### src/rtl/nibble_serial_add_ctrl.sv
// Purpose : WIDTH-bit add (optionally subtract) on one shared external 4-bit adder, one nibble per clock, LSB first.
// Latency : start accepted in cycle T -> done pulses in cycle T+NIB+1; one operation every NIB+2 cycles.
// Backpres: start is honoured only while ready=1; requests in RUN/DONE are dropped, never queued.
//
// Ports:
//   clk, rst_n           rising-edge clock, synchronous active-low reset
//   start, a, b, cin     request and operands, sampled when start && ready
//   sub                  (only when SUB_EN is defined) 1 = compute a-b, cin ignored
//   ready, busy, done    IDLE / RUN / one-cycle DONE indications (registered)
//   sum, cout            result registers, valid while done=1, held until the next RUN
//   add_a, add_b,        operand nibbles and carry driven to the external adder,
//   add_cin              all zero outside RUN
//   add_f, add_cout      combinational result returned by the external adder
//
// Build option: define SUB_EN to add the 'sub' port and subtract support.
// WIDTH must be a multiple of 4 and at least 4.

module nibble_serial_add_ctrl #(
    parameter int WIDTH = 16
) (
    input  logic             clk,
    input  logic             rst_n,
    input  logic             start,
    input  logic [WIDTH-1:0] a,
    input  logic [WIDTH-1:0] b,
    input  logic             cin,
`ifdef SUB_EN
    input  logic             sub,
`endif
    output logic             ready,
    output logic             busy,
    output logic             done,
    output logic [WIDTH-1:0] sum,
    output logic             cout,
    output logic [3:0]       add_a,
    output logic [3:0]       add_b,
    output logic             add_cin,
    input  logic [3:0]       add_f,
    input  logic             add_cout
);

    localparam int NIB = WIDTH / 4;
    localparam int KW  = (NIB > 1) ? $clog2(NIB) : 1;
    localparam logic [KW-1:0] K_LAST = KW'(NIB - 1);

    typedef enum logic [1:0] {
        S_IDLE = 2'd0,
        S_RUN  = 2'd1,
        S_DONE = 2'd2
    } state_t;

    state_t                state;
    logic [KW-1:0]         k;
    logic                  carry;
    // Operands and result held as nibble arrays so nibble k is a plain index.
    logic [NIB-1:0][3:0]   opa;
    logic [NIB-1:0][3:0]   opb;
    logic [NIB-1:0][3:0]   sum_q;

    assign sum = sum_q;

    always_ff @(posedge clk) begin
        if (!rst_n) begin
            state <= S_IDLE;
            k     <= '0;
            carry <= 1'b0;
            opa   <= '0;
            opb   <= '0;
            sum_q <= '0;
            cout  <= 1'b0;
            ready <= 1'b1;
            busy  <= 1'b0;
            done  <= 1'b0;
        end else begin
            case (state)
                S_IDLE: begin
                    if (start) begin
                        opa   <= a;
`ifdef SUB_EN
                        // a - b computed as a + ~b + 1; final carry is the no-borrow flag.
                        opb   <= sub ? ~b : b;
                        carry <= sub ? 1'b1 : cin;
`else
                        opb   <= b;
                        carry <= cin;
`endif
                        k     <= '0;
                        state <= S_RUN;
                        ready <= 1'b0;
                        busy  <= 1'b1;
                    end
                end
                S_RUN: begin
                    sum_q[k] <= add_f;
                    carry    <= add_cout;
                    if (k == K_LAST) begin
                        cout  <= add_cout;
                        k     <= '0;
                        state <= S_DONE;
                        busy  <= 1'b0;
                        done  <= 1'b1;
                    end else begin
                        k <= k + KW'(1);
                    end
                end
                S_DONE: begin
                    done  <= 1'b0;
                    ready <= 1'b1;
                    state <= S_IDLE;
                end
                default: begin
                    state <= S_IDLE;
                    k     <= '0;
                    ready <= 1'b1;
                    busy  <= 1'b0;
                    done  <= 1'b0;
                end
            endcase
        end
    end

    // Adder inputs are forced to zero outside RUN so the shared adder sits still.
    always_comb begin
        add_a   = 4'h0;
        add_b   = 4'h0;
        add_cin = 1'b0;
        if (state == S_RUN) begin
            add_a   = opa[k];
            add_b   = opb[k];
            add_cin = carry;
        end
    end

endmodule

### config.mk
export PLATFORM = sky130hd
export DESIGN_NAME = nibble_serial_add_ctrl
export DESIGN_NICKNAME = d
export VERILOG_FILES = /design/src/rtl/nibble_serial_add_ctrl.sv
export SDC_FILE = /design/constraint.sdc
export NUM_CORES = 1
export LEC_CHECK = 0
export BUFFER_PORTS_ARGS = -buffer_cell sky130_fd_sc_hd__buf_2
export CAP_MARGIN = 20
export CORE_MARGIN = 8
export CORE_UTILIZATION = 50
export CTS_CLUSTER_SIZE = 28
export DETAILED_ROUTE_END_ITERATION = 16
export GPL_TIMING_DRIVEN = 0
export PLACE_DENSITY = 0.74
export SLEW_MARGIN = 20
export SYNTH_ARGS = -nofsm -noshare
export SYNTH_HDL_FRONTEND = slang
export SYNTH_SLANG_ARGS = --single-unit
### constraint.sdc
create_clock -name clk -period 1.56 [get_ports clk]
set_clock_uncertainty 0.1 [all_clocks]
set_input_delay 0.156 -clock clk [delete_from_list [all_inputs] [get_ports clk]]
set_output_delay 0.156 -clock clk [all_outputs]
set_load 0.01 [all_outputs]
# ---- Word-level counts from Yosys, hierarchy flattened
# Cells that the tools add are included.
dict set report classes {
  n_mux 25
  eq_ne 5
  reduce_logical 11
  n_addsub 1
  n_bitwise 3
  order_cmp 2
}
# operator n
set ops {}
lappend ops {{two-way mux 4 bit} 5}
lappend ops {{binary-select mux 4 bit (select 2 bit)} 2}
lappend ops {{bitwise mux 16 bit} 1}
lappend ops {{AND reduction 2 bit} 7}
lappend ops {{demux 4 bit (select 2 bit)} 1}
lappend ops {{two-way mux 2 bit} 4}
lappend ops {{two-way mux 1 bit} 6}
lappend ops {{case mux 1 bit (2 select lines)} 3}
lappend ops {{case mux 2 bit (3 select lines)} 1}
lappend ops {{equality test 2 bit (second input constant)} 2}
lappend ops {{inequality test 2 bit (second input constant)} 2}
lappend ops {{case mux 2 bit (2 select lines)} 1}
lappend ops {{< comparator 2 x 3 -> 1 bit (second input constant)} 1}
lappend ops {{inverter 1 bit} 3}
lappend ops {{case mux 1 bit (3 select lines)} 1}
lappend ops {{AND reduction 3 bit} 1}
lappend ops {{adder 2 x 1 -> 2 bit (second input constant)} 1}
lappend ops {{equality test 2 x 1 -> 1 bit (second input constant)} 1}
lappend ops {{greater-or-equal comparator 2 x 1 -> 1 bit (second input constant)} 1}
lappend ops {{zero test 2 bit} 1}
lappend ops {{nonzero test 2 bit} 1}
lappend ops {{logical AND 1 bit} 1}
dict set report totals {
  out_inout_bits 29
  ff_bits 57
  inputBits 41
  wordCells 66
}

# ---- Logic depth before layout (Yosys ltp)
# Gate-level depths: netlist of the first run.
dict set report depth {
  word_depth 5
  depth_mapped 6
  ltp_nobuf 5
}

# ---- Least setup slack after synthesis of the first run
# No wires, ideal clock.
dict set report synth_timing {
  path_type {register to output}
  start {register k[0]}
  end {output port add_b[0]}
  path_buffers 1
  arrival_time_ps 1206
  path_stages_with_launch 4
  path_slack_ps 98
  path_cell_list {dfxtp_1 buf_6 mux4_2 and2_1}
}
dict set report synth_between {
  elab_chain_cells 3
}
# element line
set synth_rtl {}
lappend synth_rtl {{start, declared} 53} ;# logic [KW-1:0] k;
lappend synth_rtl {{start signal, assigned} 103} ;# k <= k + KW'(1);
lappend synth_rtl {{binary-select mux 4 bit (select 2 bit)} 129} ;# add_b = opb[k];
lappend synth_rtl {{two-way mux 4 bit (not written as such)} 129}
lappend synth_rtl {{two-way mux 4 bit} 127} ;# if (state == S_RUN) begin
lappend synth_rtl {{end, declared} 36} ;# output logic [3:0] add_b,
# No other way between the ends. The select of a mux whose other input is x is not followed.

# ---- Worst setup path after layout of the first run
dict set report layout_timing {
  start {register k[0]}
  end {output port add_b[2]}
}
# The elaborated chain is that of the path after synthesis.

==> flow_summary.ini, run 1 <==
[worst_hold_path]
hold_class = in -> reg

[status]
violations = negative setup slack
status = finished, violations left

[sta]
relSlewSlack_pct = 72.2
final_hold_viol_count = 0
fmax_ghz = 0.541
setup_viol = 8
fin_crit_sh_pct = 118
slew_violations = 0
rsz0062_at_grt = true
setup_tns_ps = -2130
worstMarginPinSlew_ps = 417
period_minus_slack_ps = 1850
finalWorstSetupSlack_ps = -287

[synthesis]
ys_ff_latch = 57
synth.most_common_cell = dfxtp_1
synthCells = 242
syn_area_per_cell_um2 = 10.7
yosysTopAreaCell = dfxtp_1
syn_nets = 287
synthFlopType = dfxtp_1
ys.warnings.count = 0
yosysSeqAreaShare_pct = 44.0
syn_area_um2 = 2590
synth.top_cells.by_count = dfxtp_1, nor2b_1, mux2i_1, nand2_1, nand3_1
synth_top_area_share_pct = 44.0
synth_area_leaders = dfxtp_1, mux2i_1, nor2b_1, mux4_2, nand3_1
synth_edf_count = 0
synth_cell_type_count = 31
ys_async_sr_fraction_pct = 0

[drt]
first_iter_violations = 55
viasPerCell = 4.86
vias = 2098
post_drt_wl_per_cell_um = 14.5
drt_wl_total_mm = 6.28
drtAntennaViolNets = 0
drc = 0
dr.pass1.iters = 4

[clock_network]
cts-root-buf = clkbuf_8
cts_buffers = 9
clk_pin_slew_ps = 60
insertion_delay_ps = 320
cts_tree = done
cts_buffer_depth = 2
clock-sinks = 57
h-tree-depth = 3

[place]
hpwl_mm = 4.28
gp_congestion = 0.764
dp_worst_setup_slack_ps = -143
io_buffers = 68
dpl_cell_area_um2 = 3020

[finish]
n_antenna_cell = 0
layout.nets = 402
multi_input_area_um2 = 1300
drive_above_1_share_pct = 33.7
design_area_um2 = 3640
register_area_um2 = 1150
area_growth_pct = 40.5
fillers = 390

[global_routing]
antenna_found_initial = 0
grt-ovfl-total = 0
grt_pass1_vias = 2219
track_usage_pct = 17.1
grt_max_degree = 11
grt_pass1_wl_mm = 10.2

[floorplan]
ios = 70
die-height_um = 88.0
initial_core_util_pct = 51.4
row_count = 26
dieArea_um2 = 7740
core_um2 = 5040
die_w_um = 88.0

[power]
p_leak_uw = 0.00157
ir_worst_vdd_mv = 0.546
power.density_nw_per_um2 = 934

[worst_setup_path]
path_buf_inv = 2
path_class = reg -> out
cpMaxStageDelayCell = mux4_2
worstPathArrival_ps = 1590
start_kind = flop
critical-path-max-stage-delay_ps = 490
crit_path_end_kind = output port
critPathMaxFanout = 6
required_ps = 1300
cp_cell_sequence = buf_12, mux4_2, and2_1, buf_2
crit_family = multiplexers

[flow_run]
cap_violations = 0
-- final cells by class --
type / instances / area share (%)
Buffer: 18 / 5.39
Clock buffer: 14 / 5.01
Clock inverter: 2 / 0.275
Inverter: 5 / 0.515
Multi-Input combinational cell: 162 / 35.7
Sequential cell: 57 / 31.5
Tap cell: 70 / 2.40
Timing Repair Buffer: 104 / 19.2
-- per-stage QoR --
stage	total power [uW]	utilization (%)	std cells	hold slack [ps]
after floorplan	1910	-	242	200
after global placement	2040	59.9	380	310
after detailed placement	2050	59.9	380	321
after CTS	3420	70.6	430	2.54
after global routing	3560	72.3	432	12.4
final	3400	72.3	432	1.33
-- report_power, final --
part           internal, uW  switching, uW
registers              1530           38.3
clock network           745            550
logic                   313            225
total                  2590            814
-- cell usage in the layout, fill, tap and decap left out, drive strengths merged --
| cell type | instances |
|---|---|
| nand3 | 17 |
| a32oi | 2 |
| dfxtp | 57 |
| o21ai | 3 |
| buf | 87 |
| nand2b | 1 |
| o21a | 1 |
| dlygate4sd3 | 28 |
| and3 | 1 |
| nand2 | 17 |
| nor2b | 35 |
| clkinv | 2 |
| and2b | 1 |
| a221oi | 1 |
| or2b | 1 |
| and2 | 8 |
| clkbuf | 21 |
| o21bai | 1 |
| ha | 4 |
| a21boi | 17 |
| nor2 | 4 |
| nand3b | 4 |
| nor3b | 2 |
| mux4 | 8 |
| a21oi | 2 |
| mux2i | 32 |
| inv | 5 |
-- tightest hold or removal path, stage by stage --
cell     delay [ps]
buf_2            80
mux2i_1          50
nor2b_1         100
-- flip-flops by register name, summed over array words and instances, names as in the netlist --
signal	count
opa	16
opb	16
sum	16
k	2
state	2
busy	1
carry	1
cout	1
done	1
ready	1
-- per-layer routing --
layer	vias to the layer above	share of wire [%]	GRT usage (%)
met5	-	0	0
met1	976	44	19.0
li1	1060	-	-
met3	10	6.4	4.78
met2	52	48	29.1
met4	0	1.8	8.91
-- path summary, 6_finish.rpt --
check	start	endpoint	slack, ps	cells after the start
worst max-delay path	k[0]	add_b[2]	-290	4
worst min-delay path	b[15]	opb[15]	1	3
worst max register to register	k[1]	sum[5]	90	7
worst min register to register	sum[14]	sum[14]	350	2
-- repair_timing --
action                                  CTS  global route
endpoints found under the hold margin    28             0
hold buffers                             28             0
resized for setup                         9            20
setup buffers                             6             2
endpoints found under the setup margin   14            24
pin swaps                                 6             8
-- cells by family after synthesis --
group,count (synthesis),share of synthesized area [%]
simple gates,91,19.7
compound gates,27,7.48
fa+ha+maj,4,1.93
buf+inv,23,7.43
mux,40,19.5
flops,57,44.0
Note: power is estimated with default switching activity, not from simulation.
==> run 2, diff against run 1 <==
--- a/config.mk
+++ b/config.mk
@@ -6,13 +6,13 @@
 export NUM_CORES = 1
 export LEC_CHECK = 0
 export BUFFER_PORTS_ARGS = -buffer_cell sky130_fd_sc_hd__buf_2
-export CAP_MARGIN = 20
+export CAP_MARGIN = 10
 export CORE_MARGIN = 8
-export CORE_UTILIZATION = 50
+export CORE_UTILIZATION = 52
 export CTS_CLUSTER_SIZE = 28
 export DETAILED_ROUTE_END_ITERATION = 16
 export GPL_TIMING_DRIVEN = 0
-export PLACE_DENSITY = 0.74
+export PLACE_DENSITY = 0.77
 export SLEW_MARGIN = 20
 export SYNTH_ARGS = -nofsm -noshare
 export SYNTH_HDL_FRONTEND = slang
==> run 2 against run 1 <==
Against the previous run: the flow finishes with violations (negative hold slack, negative setup slack); worst hold slack worse by 17 ps; critical path depth stayed put; critical endpoint is now add_a[2]; global-route usage is 0.66 points higher; cell count shrank 1.6%.
==> flow_summary.ini, run 2 (synthesized netlist as in run 1, its figures left out) <==
[sta]
rsz0062_at_grt = true
slew_violations = 0
fmax_ghz = 0.544
period_minus_slack_ps = 1840
final_hold_viol_count = 1
relSlewSlack_pct = 70.9
worstMarginPinSlew_ps = 436
finalWorstSetupSlack_ps = -278
holdWs_ps = -15.2
setup_viol = 8
fin_crit_sh_pct = 118

[drt]
viasPerCell = 5.03
drt_wl_total_mm = 6.30
post_drt_wl_per_cell_um = 14.8
drtAntennaViolNets = 0
dr.pass1.iters = 4
first_iter_violations = 98
vias = 2136
drc = 0

[worst_setup_path]
critPathMaxFanout = 5
crit_path_end_kind = output port
required_ps = 1300
start_kind = flop
path_class = reg -> out
regToRegSetupSlack_ps = 90
worstPathArrival_ps = 1580

[finish]
layout_commonest_cell = buf_2
area_growth_pct = 40.6
stdcell_count = 425
n_antenna_cell = 0
drive_above_1_share_pct = 35.2
mostFrequentLayoutCells = buf_2, dfxtp_1, nor2b_1
layout.nets = 398

[global_routing]
antenna_found_initial = 0
grt-ovfl-total = 0
grt_pass1_vias = 2278
grt_pass1_wl_mm = 10.6
grt_max_degree = 11
track_usage_pct = 17.8

[power]
clkPwrFrac_pct = 39.0
p_seq_share_pct = 45.3
power_switching_uw = 855
power.density_nw_per_um2 = 952
internal_power_uw = 2620
p_leak_uw = 0.00156
ir_worst_vdd_mv = 0.810
sw_frac_of_total_pct = 24.6
p_comb_share_pct = 15.8

[floorplan]
initial_core_util_pct = 54.5
dieArea_um2 = 7500
row_count = 25
die-height_um = 86.6
die_w_um = 86.6
core_um2 = 4750
ios = 70

[clock_network]
cts_buffer_depth = 2
clk_pin_slew_ps = 70
h-tree-depth = 3
cts_buffers = 9
cts_tree = done
cts-root-buf = clkbuf_8
insertion_delay_ps = 330
clock-sinks = 57

[worst_hold_path]
hold_class = in -> reg

[flow_run]
cap_violations = 0

[status]
status = finished, violations left
violations = negative hold slack, negative setup slack

[place]
dp_worst_setup_slack_ps = -142
place_inst = 377
io_buffers = 68
gp_congestion = 0.801
hpwl_mm = 4.22
-- run 2: cell count changes in the layout (fill, tap and decap cells not counted), moves of 2 or more --
cell | previous run | this run
and2_1 | 6 | 1
and2_4 | 2 | 7
buf_6 | 8 | 12
buf_4 | 8 | 5
clkbuf_8 | 13 | 10
buf_2 | 65 | 63
clkinv_2 | 2 | 4
ha_2 | 2 | 0
-- run 2: cell type report --
cell class | count | area (um^2)
multi-input cells | 162 | 1330
flip-flops and latches | 57 | 1150
fillers | 352 | 1110
repair buffers | 100 | 689
plain buffers | 18 | 186
clock buffers | 10 | 138
well taps | 67 | 83.8
clock inverters | 6 | 57.6
inverters | 5 | 18.8
-- run 2: per-stage QoR --
stage                     power (uW)  util, %  hold WS (ps)  instance area (um^2)  TNS [ps]
after global routing            3610     76.7          7.56                  3650     -2420
after CTS                       3460     74.8        0.0898                  3560     -2170
after global placement          2040     63.4           310                  3020      -585
final                           3470     76.7         -15.2                  3650     -2090
after floorplan                 1910        -           200                  2590         0
after detailed placement        2050     63.4           319                  3020      -787
-- run 2: path summary, 6_finish.rpt --
check	startpoint	endpoint	depth (start not counted)
hold reg to reg	sum[4]	sum[4]	2
hold / removal	b[15]	opb[15]	3
setup / recovery	k[1]	add_a[2]	4
setup reg to reg	k[0]	sum[14]	6
-- run 2: routing by layer --
| layer | share of wire [%] | vias to the layer above | global-route usage, % |
|---|---|---|---|
| li1 | - | 1053 | - |
| met1 | 43 | 1012 | 21.1 |
| met2 | 48 | 63 | 29.1 |
| met3 | 7.3 | 8 | 4.91 |
| met4 | 1.8 | 0 | 8.14 |
| met5 | 0 | - | 0 |
-- run 2: power groups by stage --
| stage | Combinational [uW] | Clock [uW] | Sequential [uW] |
|---|---|---|---|
| 6_report | 547 | 1350 | 1570 |
| 3_3_place_gp | 439 | 0 | 1600 |
| 5_1_grt | 597 | 1440 | 1580 |
| 4_1_cts | 518 | 1370 | 1570 |
| 2_1_floorplan | 311 | 0 | 1600 |
| 3_5_place_dp | 447 | 0 | 1600 |
-- run 2: worst max-delay path, cell delays in order, from the launching register on --
cell and delay [ps]:
dfxtp_2 340, buf_6 130, mux4_2 510, and2_4 160, buf_6 110
-- run 2: timing repair --
action / 4_1_cts / 5_1_grt
gates resized for setup: 12 / 26
cloned: 0 / 0
pin swaps: 8 / 7
buffers inserted: 5 / 0
endpoints found under the setup margin: 13 / 26
hold endpoints to repair: 27 / 0
hold buffers: 27 / 0
